===== src/rtl/key_event_scan.sv =====
// rtl/key_event_scan.sv - per-key synchroniser, debounce FSM, press/release/long/repeat pulses and sticky flags
module key_event_scan #(
  parameter int N_KEYS       = 2,
  parameter int DEBOUNCE_CYC = 1000000,
  parameter int LONG_CYC     = 50000000,
  parameter int REPEAT_CYC   = 10000000
) (
  input  logic                  sys_clk,
  input  logic                  sys_rst_n,
  input  logic [N_KEYS-1:0]     key_n,
  output logic [N_KEYS-1:0]     key_state,
  output logic [N_KEYS-1:0]     key_press,
  output logic [N_KEYS-1:0]     key_release,
  output logic [N_KEYS-1:0]     key_long,
  output logic [N_KEYS-1:0]     key_repeat,
  input  logic [4*N_KEYS-1:0]   evt_clr,
  output logic [4*N_KEYS-1:0]   evt_flags
);

  localparam int CNT_M1  = (DEBOUNCE_CYC > LONG_CYC) ? DEBOUNCE_CYC : LONG_CYC;
  localparam int CNT_MAX = (CNT_M1 > REPEAT_CYC) ? CNT_M1 : REPEAT_CYC;
  localparam int CW      = (CNT_MAX > 1) ? $clog2(CNT_MAX) : 1;

  localparam logic [CW-1:0] DB_LAST   = CW'(DEBOUNCE_CYC - 1);
  localparam logic [CW-1:0] LONG_LAST = CW'(LONG_CYC - 1);
  localparam logic [CW-1:0] REP_LAST  = CW'((REPEAT_CYC > 0) ? REPEAT_CYC - 1 : 0);

  localparam logic [2:0] S_IDLE       = 3'd0;
  localparam logic [2:0] S_PRESS_DB   = 3'd1;
  localparam logic [2:0] S_HELD       = 3'd2;
  localparam logic [2:0] S_LONG       = 3'd3;
  localparam logic [2:0] S_RELEASE_DB = 3'd4;

  genvar k;
  generate
    for (k = 0; k < N_KEYS; k++) begin : g_key
      logic          sync1_q, sync2_q;
      logic [2:0]    state_q, state_d;
      logic [CW-1:0] cnt_q, cnt_d;
      logic          was_long_q, was_long_d;
      logic          down_q, down_d;
      logic          press_q, press_d;
      logic          rel_q, rel_d;
      logic          long_q, long_d;
      logic          rep_q, rep_d;
      logic [3:0]    flags_q, flags_d;

      // Sync flops idle at 1 so a reset never looks like a press.
      always_ff @(posedge sys_clk or negedge sys_rst_n) begin
        if (!sys_rst_n) begin
          sync1_q <= 1'b1;
          sync2_q <= 1'b1;
        end else begin
          sync1_q <= key_n[k];
          sync2_q <= sync1_q;
        end
      end

      always_comb begin
        state_d    = state_q;
        cnt_d      = cnt_q + 1'b1;
        was_long_d = was_long_q;
        down_d     = down_q;
        press_d    = 1'b0;
        rel_d      = 1'b0;
        long_d     = 1'b0;
        rep_d      = 1'b0;
        case (state_q)
          S_IDLE: begin
            if (!sync2_q) state_d = S_PRESS_DB;
          end
          S_PRESS_DB: begin
            if (sync2_q) begin
              state_d = S_IDLE;
            end else if (cnt_q == DB_LAST) begin
              state_d = S_HELD;
              press_d = 1'b1;
              down_d  = 1'b1;
            end
          end
          S_HELD: begin
            if (sync2_q) begin
              state_d = S_RELEASE_DB;
            end else if (cnt_q == LONG_LAST) begin
              state_d    = S_LONG;
              long_d     = 1'b1;
              was_long_d = 1'b1;
            end
          end
          S_LONG: begin
            if (sync2_q) begin
              state_d = S_RELEASE_DB;
            end else if (REPEAT_CYC == 0) begin
              cnt_d = cnt_q;
            end else if (cnt_q == REP_LAST) begin
              rep_d = 1'b1;
              cnt_d = '0;
            end
          end
          S_RELEASE_DB: begin
            // A low sample here is a release bounce: resume the hold phase silently.
            if (!sync2_q) begin
              state_d = was_long_q ? S_LONG : S_HELD;
            end else if (cnt_q == DB_LAST) begin
              state_d    = S_IDLE;
              rel_d      = 1'b1;
              down_d     = 1'b0;
              was_long_d = 1'b0;
            end
          end
          default: begin
            state_d    = S_IDLE;
            down_d     = 1'b0;
            was_long_d = 1'b0;
          end
        endcase
        if (state_d != state_q || state_q == S_IDLE) cnt_d = '0;
      end

      // Set has priority over clear so an event is never lost to a racing clear.
      always_comb begin
        flags_d = (flags_q & ~evt_clr[4*k +: 4]) | {rep_q, long_q, rel_q, press_q};
      end

      always_ff @(posedge sys_clk or negedge sys_rst_n) begin
        if (!sys_rst_n) begin
          state_q    <= S_IDLE;
          cnt_q      <= '0;
          was_long_q <= 1'b0;
          down_q     <= 1'b0;
          press_q    <= 1'b0;
          rel_q      <= 1'b0;
          long_q     <= 1'b0;
          rep_q      <= 1'b0;
          flags_q    <= 4'b0;
        end else begin
          state_q    <= state_d;
          cnt_q      <= cnt_d;
          was_long_q <= was_long_d;
          down_q     <= down_d;
          press_q    <= press_d;
          rel_q      <= rel_d;
          long_q     <= long_d;
          rep_q      <= rep_d;
          flags_q    <= flags_d;
        end
      end

      assign key_state[k]         = down_q;
      assign key_press[k]         = press_q;
      assign key_release[k]       = rel_q;
      assign key_long[k]          = long_q;
      assign key_repeat[k]        = rep_q;
      assign evt_flags[4*k +: 4]  = flags_q;
    end
  endgenerate

endmodule


===== config.mk =====
export PLATFORM = sky130hd
export DESIGN_NAME = key_event_scan
export DESIGN_NICKNAME = d
export VERILOG_FILES = /design/src/rtl/key_event_scan.sv
export SDC_FILE = /design/constraint.sdc
export NUM_CORES = 1
export LEC_CHECK = 0
export CORE_ASPECT_RATIO = 1.25
export CORE_UTILIZATION = 59
export CTS_CLUSTER_SIZE = 10
export DETAILED_ROUTE_END_ITERATION = 6
export PLACE_DENSITY_LB_ADDON = 0.2
export SETUP_SLACK_MARGIN = 0.05
export SYNTH_ARGS = -nofsm -noshare
export SYNTH_HDL_FRONTEND = slang
export SYNTH_SLANG_ARGS = --single-unit

===== constraint.sdc =====
create_clock -name sys_clk -period 2.8 [get_ports sys_clk]
set_input_delay 0.56 -clock sys_clk [delete_from_list [all_inputs] [get_ports sys_clk]]
set_output_delay 0.56 -clock sys_clk [all_outputs]
set_load 0.03 [all_outputs]

Word level (Yosys, flattened, before mapping). Cells that the tools add are included.

Add/sub/neg operators: 2. Eq/ne operators: 28. Muxes and demuxes: 66. Bitwise gates (word level): 10. Reduce and logical (&&, ||, !) cells: 12.

Operators by type and width (number): 2-to-1 mux 26 bit (8); adder 26 x 1 -> 26 bit (second input constant) (2); equality test 26 x 20 -> 1 bit (second input constant) (2); equality test 26 x 24 -> 1 bit (second input constant) (2); equality test 26 bit (second input constant) (2); 2-to-1 mux 3 bit (16); 2-to-1 mux 1 bit (36); one-hot mux 3 bit (5 select lines) (2); != test 2 bit (second input constant) (12); AND reduction 5 bit (4); equality test 3 x 2 -> 1 bit (second input constant) (4); one-hot mux 1 bit (3 select lines) (4); OR reduction 3 bit (4); bitwise AND 4 bit (2); NOT 4 bit (2); OR 4 bit (2); equality test 3 x 1 -> 1 bit (second input constant) (2); equality test 3 bit (second input constant) (2); zero test 3 bit (2); != test 3 bit (2); NOT 1 bit (4); logical OR 1 bit (2).

Bits in registers: 82.

Logic depth before layout (Yosys ltp).
Depth after elaboration: 7. Depth in mapped cells: 8. Gate-level depth less buffers: 6.

Worst setup path after synthesis. OpenSTA, ideal clock, no wires.

Kind: register to register. From: register g_key[1].cnt_q[7]. To: register g_key[1].cnt_q[11]. Arrival: 2.368 ns. Path slack: 0.288 ns. Cell stages (with the launch flop): 7. Clock period less this slack: 2.512 ns. Cell sequence: dfrtp_1 > or4_4 > or3_4 > or4_4 > o211ai_4 > buf_8 > a211oi_1.

Word-level cells in the longest chain between the ends: 7. Elaborated cells on any way between the ends: 17. Those cells by class: add/sub: 1; eq/ne: 4; mux: 11; reduce/logical: 1.

RTL lines: from (decl) (line 39) `logic [CW-1:0] cnt_q, cnt_d;`; from (signal assigned) (line 138) `cnt_q <= cnt_d;`; branches (longest 6 deep; another with adder 26 x 1 -> 26 bit); 2-to-1 mux 26 bit (*) (line 117) `if (state_d != state_q || state_q == S_IDLE) cnt_d = '0;`; via g_key[1].cnt_d[11] (line 39).

Mark *: on every way through the listed nets, which the timed path passes. A chain may end at the register's enable or synchronous reset.

Final worst setup path.
From: register g_key[1].cnt_q[21]. To: register g_key[1].cnt_q[3].

Word-level cells in the longest chain between the ends: 7. Elaborated cells on any way between the ends: 16. Those cells by class: eq/ne: 4; mux: 11; reduce/logical: 1.

RTL lines: equality test 26 x 20 -> 1 bit / equality test 26 bit (equally long branches) (line 75, 104, 84); 2-to-1 mux 3 bit (on tied branches) (line 104, 75, 84); 2-to-1 mux 3 bit (on tied branches) (line 102, 73, 82); one-hot mux 3 bit (5 select lines) (line 68) `case (state_q)`; != test 3 bit (line 117); logical OR 1 bit (line 117); 2-to-1 mux 26 bit (*) (line 117); via g_key[1].cnt_d[3] (line 39).

The timed path passes the listed nets; every way through them passes the cells marked *.

==> impl_metrics.csv <==
group,metric,value,unit
synth,synth_largest_area_cell,"sky130_fd_sc_hd__dfrtp_1",
pwr,p_int,1.79,mW
detailed_routing,post_drt_via_cell_ratio,6.24,
synth,synth_seq_area_share,0.463,
detailed_routing,vias,3605,
synth,synthMuxAreaShare,0,
synth,synth_top_family_by_area,"simple AND/OR/NAND/NOR gates",
final_layout,final_common_cell,"sky130_fd_sc_hd__dfrtp_1",
place,gp_congestion,0.902,
setup_path,worst_setup_path_startpoint,"g_key[1].cnt_q[21]",
synth,synthesis.area,4440,µm²
setup_path,setup.worst_path.end,"g_key[1].cnt_q[3]",
synth,synthDistinctLibCells,58,
global_routing,globalRouteTotalUtil,0.270,
timing,grt_setup_unrepaired,"false",
timing,setup_viol,0,
detailed_routing,drt_first_pass_iters,5,
final_layout,layout.filler_cells,565,
timing,fin_crit,2.56,ns
global_routing,first_global_vias,3589,
clock_tree,cts_stage_hold_buffer_count,0,
pwr,power_switching_share,0.240,
clock_tree,cts.htree.levels,3,
synth,biggest_area_contributors_in_the_synthesized_netlist,"sky130_fd_sc_hd__dfrtp_1 (44%), sky130_fd_sc_hd__xnor2_1 (5.7%), sky130_fd_sc_hd__nor3_1 (3.3%)",
setup_path,crit_arrival,2.78,ns
synth,post_synth.cell_area_avg,9.65,µm²
synth,edff_count_synth,0,
clock_tree,clock_latency_on_the_worst_skew_pair,0.35,ns
pwr,comb_power_share,0.068,
timing,sum_of_negative_setup_slack,0,ns
global_routing,grt.overflow.total,0,
clock_tree,root_buffer,"sky130_fd_sc_hd__clkbuf_8",
place,place.port_buffers,29,
flow_run,cap_viol_max_count,0,
pwr,vdd_ir_drop_max,0.358,mV
global_routing,number_of_antenna_violations_at_the_first_check_in_global_routing,0,
global_routing,maximum_number_of_pins_on_one_net_before_global_route_repair,83,
floorplanning,pin_count,30,
place,hpwlAfterDp,6.76,mm
detailed_routing,antenna_left,0,
synth,ys_ff_latch,82,
final_layout,most_frequent_cells_in_the_layout,"sky130_fd_sc_hd__dfrtp_1 (78), sky130_fd_sc_hd__nor2_1 (36), sky130_fd_sc_hd__nand2_1 (32)",
setup_path,reg2regPathDepth,6,
timing,max_clock_freq,391,MHz
synth,adder_cell_fraction_of_synth_area,0.00564,
setup_path,regToRegEndpoint,"g_key[1].cnt_q[3]",
final_layout,fin_util,0.685,
setup_path,endpoint_required_time_on_the_critical_path,3.02,ns
setup_path,worstSetupStartpointType,"flip-flop",
pwr,p_per_area,469,nW/µm²
clock_tree,cts_max_path_buffers,2,
clock_tree,tritoncts,"built",
detailed_routing,drt_iter0_drc,231,
clock_tree,numCtsBuffers,9,
clock_tree,post_cts.repair.setup_buffers,0,
pwr,power.net_switching,0.564,mW
pwr,pwr-share-clk,0.415,
final_layout,area_growth_syn_to_layout,12.8,%
pwr,power.leakage,2.07,nW
timing,slew_headroom,0.345,
pwr,power.sequential.fraction,0.517,
detailed_routing,drt_wl_total,9.56,mm
floorplanning,initial_utilization,0.607,
final_layout,layout-drive-gt1-share,0.109,
clock_tree,path_clk_slew,0.09,ns
setup_path,timing.rr.start,"g_key[1].cnt_q[21]",
synth,asyncSetResetFlopFracSynth,1.00,
global_routing,grt_first_pass_wirelength,16.6,mm
synth,yosys.area.top_type_share,0.440,
final_layout,n_antenna_cell,0,
timing,finClkSkew,0.00564,ns
floorplanning,die-width,79.6,µm
setup_path,path_max_fanout,26,
synth,netlist_instances,460,
synth,postSynthNetCount,474,
detailed_routing,drcViolationCount,0,
synth,ys.flop_type,"sky130_fd_sc_hd__dfrtp_1",
synth,synth_compound_gate_area_share,0.120,
final_layout,num-nets-final,495,
floorplanning,die_area,7880,µm²
synth,xor_xnor_portion_of_the_synthesized_cell_area,0.0888,
floorplanning,core.rowCount,35,
clock_tree,cts.sinks,82,
detailed_routing,routedWlPerCell,16.5,µm
synth,synthesis.yosys.warnings,0,
synth,synthSimpleGateAreaFrac,0.257,
timing,final_cycle_share,0.913,
floorplanning,floorplan.die.height,99.0,µm
worst_hold_path,min_delay_path_depth,0,
floorplanning,design.core.area,7310,µm²
timing,finalHoldViolCount,0,
timing,timing_worst_slew_pin_value,0.982,ns
clock_tree,ctsResizeCount,0,
setup_path,crit_path_end_kind,"flip-flop",
setup_path,r2r_slack,0.24,ns
setup_path,worstSetupPathType,"reg2reg",
run_status,run_status,"complete, no violations",
timing,final-max-slew-violation-count,0,
worst_hold_path,worstHoldPathType,"reg2reg",
==> registers in the layout, summed over array words and instances (netlist names) <==
name and flops:
g_key.rel_q 2, g_key.flags_q 8, g_key.rep_q 2, g_key.long_q 2
g_key.sync1_q 2, g_key.was_long_q 2, g_key.cnt_q 52, g_key.state_q 6
g_key.down_q 2, g_key.sync2_q 2, g_key.press_q 2
==> synthesized netlist by cell type (5+ instances only) <==
cell type,number
sky130_fd_sc_hd__buf_2,5
sky130_fd_sc_hd__clkbuf_1,12
sky130_fd_sc_hd__a21o_1,10
sky130_fd_sc_hd__a21oi_1,11
sky130_fd_sc_hd__and4_1,6
sky130_fd_sc_hd__nor3_1,29
sky130_fd_sc_hd__nor4_1,15
sky130_fd_sc_hd__xor2_1,16
sky130_fd_sc_hd__nand4_1,14
sky130_fd_sc_hd__nand3_1,21
sky130_fd_sc_hd__nor2_1,36
sky130_fd_sc_hd__a211oi_1,16
sky130_fd_sc_hd__dfrtp_1,78
sky130_fd_sc_hd__o211ai_1,6
sky130_fd_sc_hd__buf_4,13
sky130_fd_sc_hd__xnor2_1,29
sky130_fd_sc_hd__and3_1,12
sky130_fd_sc_hd__nand2_1,32
sky130_fd_sc_hd__nor4bb_1,5
sky130_fd_sc_hd__inv_1,23
==> power groups by stage <==
stage / sequential (mW) / clock, mW / combinational [mW]
after floorplan: 1.23 / 0 / 0.0998
after global placement: 1.24 / 0 / 0.158
after detailed placement: 1.24 / 0 / 0.160
after CTS: 1.21 / 0.996 / 0.161
after global routing: 1.22 / 1.05 / 0.178
final: 1.21 / 0.976 / 0.160
==> kinds of logic after synthesis <==
kind of cell,after synthesis
simple gates,204
flops,82
compound gates,70
buf+inv,57
xor+xnor,45
fa+ha+maj,2
==> cell type report <==
class | instances | area (µm²) | share of cell area
multi-input cells | 321 | 2100 | 0.419
flip-flops and latches | 82 | 2060 | 0.411
repair buffers | 44 | 425 | 0.0850
clock buffers | 11 | 141 | 0.0282
well taps | 92 | 115 | 0.0230
clock inverters | 5 | 86.3 | 0.0172
inverters | 23 | 86.3 | 0.0172
==> worst min-delay path by stage <==
stage | startpoint | end | slack (ns)
after floorplan | sys_rst_n | g_key[0].cnt_q[0] | 0.26
after global placement | g_key[1].sync1_q | g_key[1].sync2_q | 0.35
after detailed placement | g_key[1].sync1_q | g_key[1].sync2_q | 0.35
after CTS | g_key[1].sync1_q | g_key[1].sync2_q | 0.36
after global routing | g_key[1].sync1_q | g_key[1].sync2_q | 0.36
final | g_key[1].sync1_q | g_key[1].sync2_q | 0.36
==> critical path, stage by stage, from the launching register on <==
cell,delay [ns]
sky130_fd_sc_hd__dfrtp_1,0.44
sky130_fd_sc_hd__or4_4,0.54
sky130_fd_sc_hd__or3_4,0.39
sky130_fd_sc_hd__or4_4,0.56
sky130_fd_sc_hd__o211ai_4,0.19
sky130_fd_sc_hd__buf_12,0.19
sky130_fd_sc_hd__a21oi_1,0.10
==> stage by stage <==
stage / std cells / total power [mW] / cell area, µm² / setup slack [ns] / hold WS, ns
after global placement: 562 / 1.40 / 4780 / 0.305 / 0.347
after CTS: 578 / 2.37 / 5010 / 0.242 / 0.360
after global routing: 578 / 2.44 / 5010 / 0.125 / 0.361
after detailed placement: 562 / 1.40 / 4780 / 0.257 / 0.348
final: 578 / 2.35 / 5010 / 0.243 / 0.358
after floorplan: 460 / 1.33 / 4440 / 0.288 / 0.264
==> layer usage <==
metal	GRT usage	wire, µm	part of all wire
met2	0.450	4890	0.51
met3	0.0509	432	0.045
met5	0	0	0
met4	0.169	470	0.049
met1	0.314	3780	0.39
Note: power is estimated with default switching activity, not from simulation.
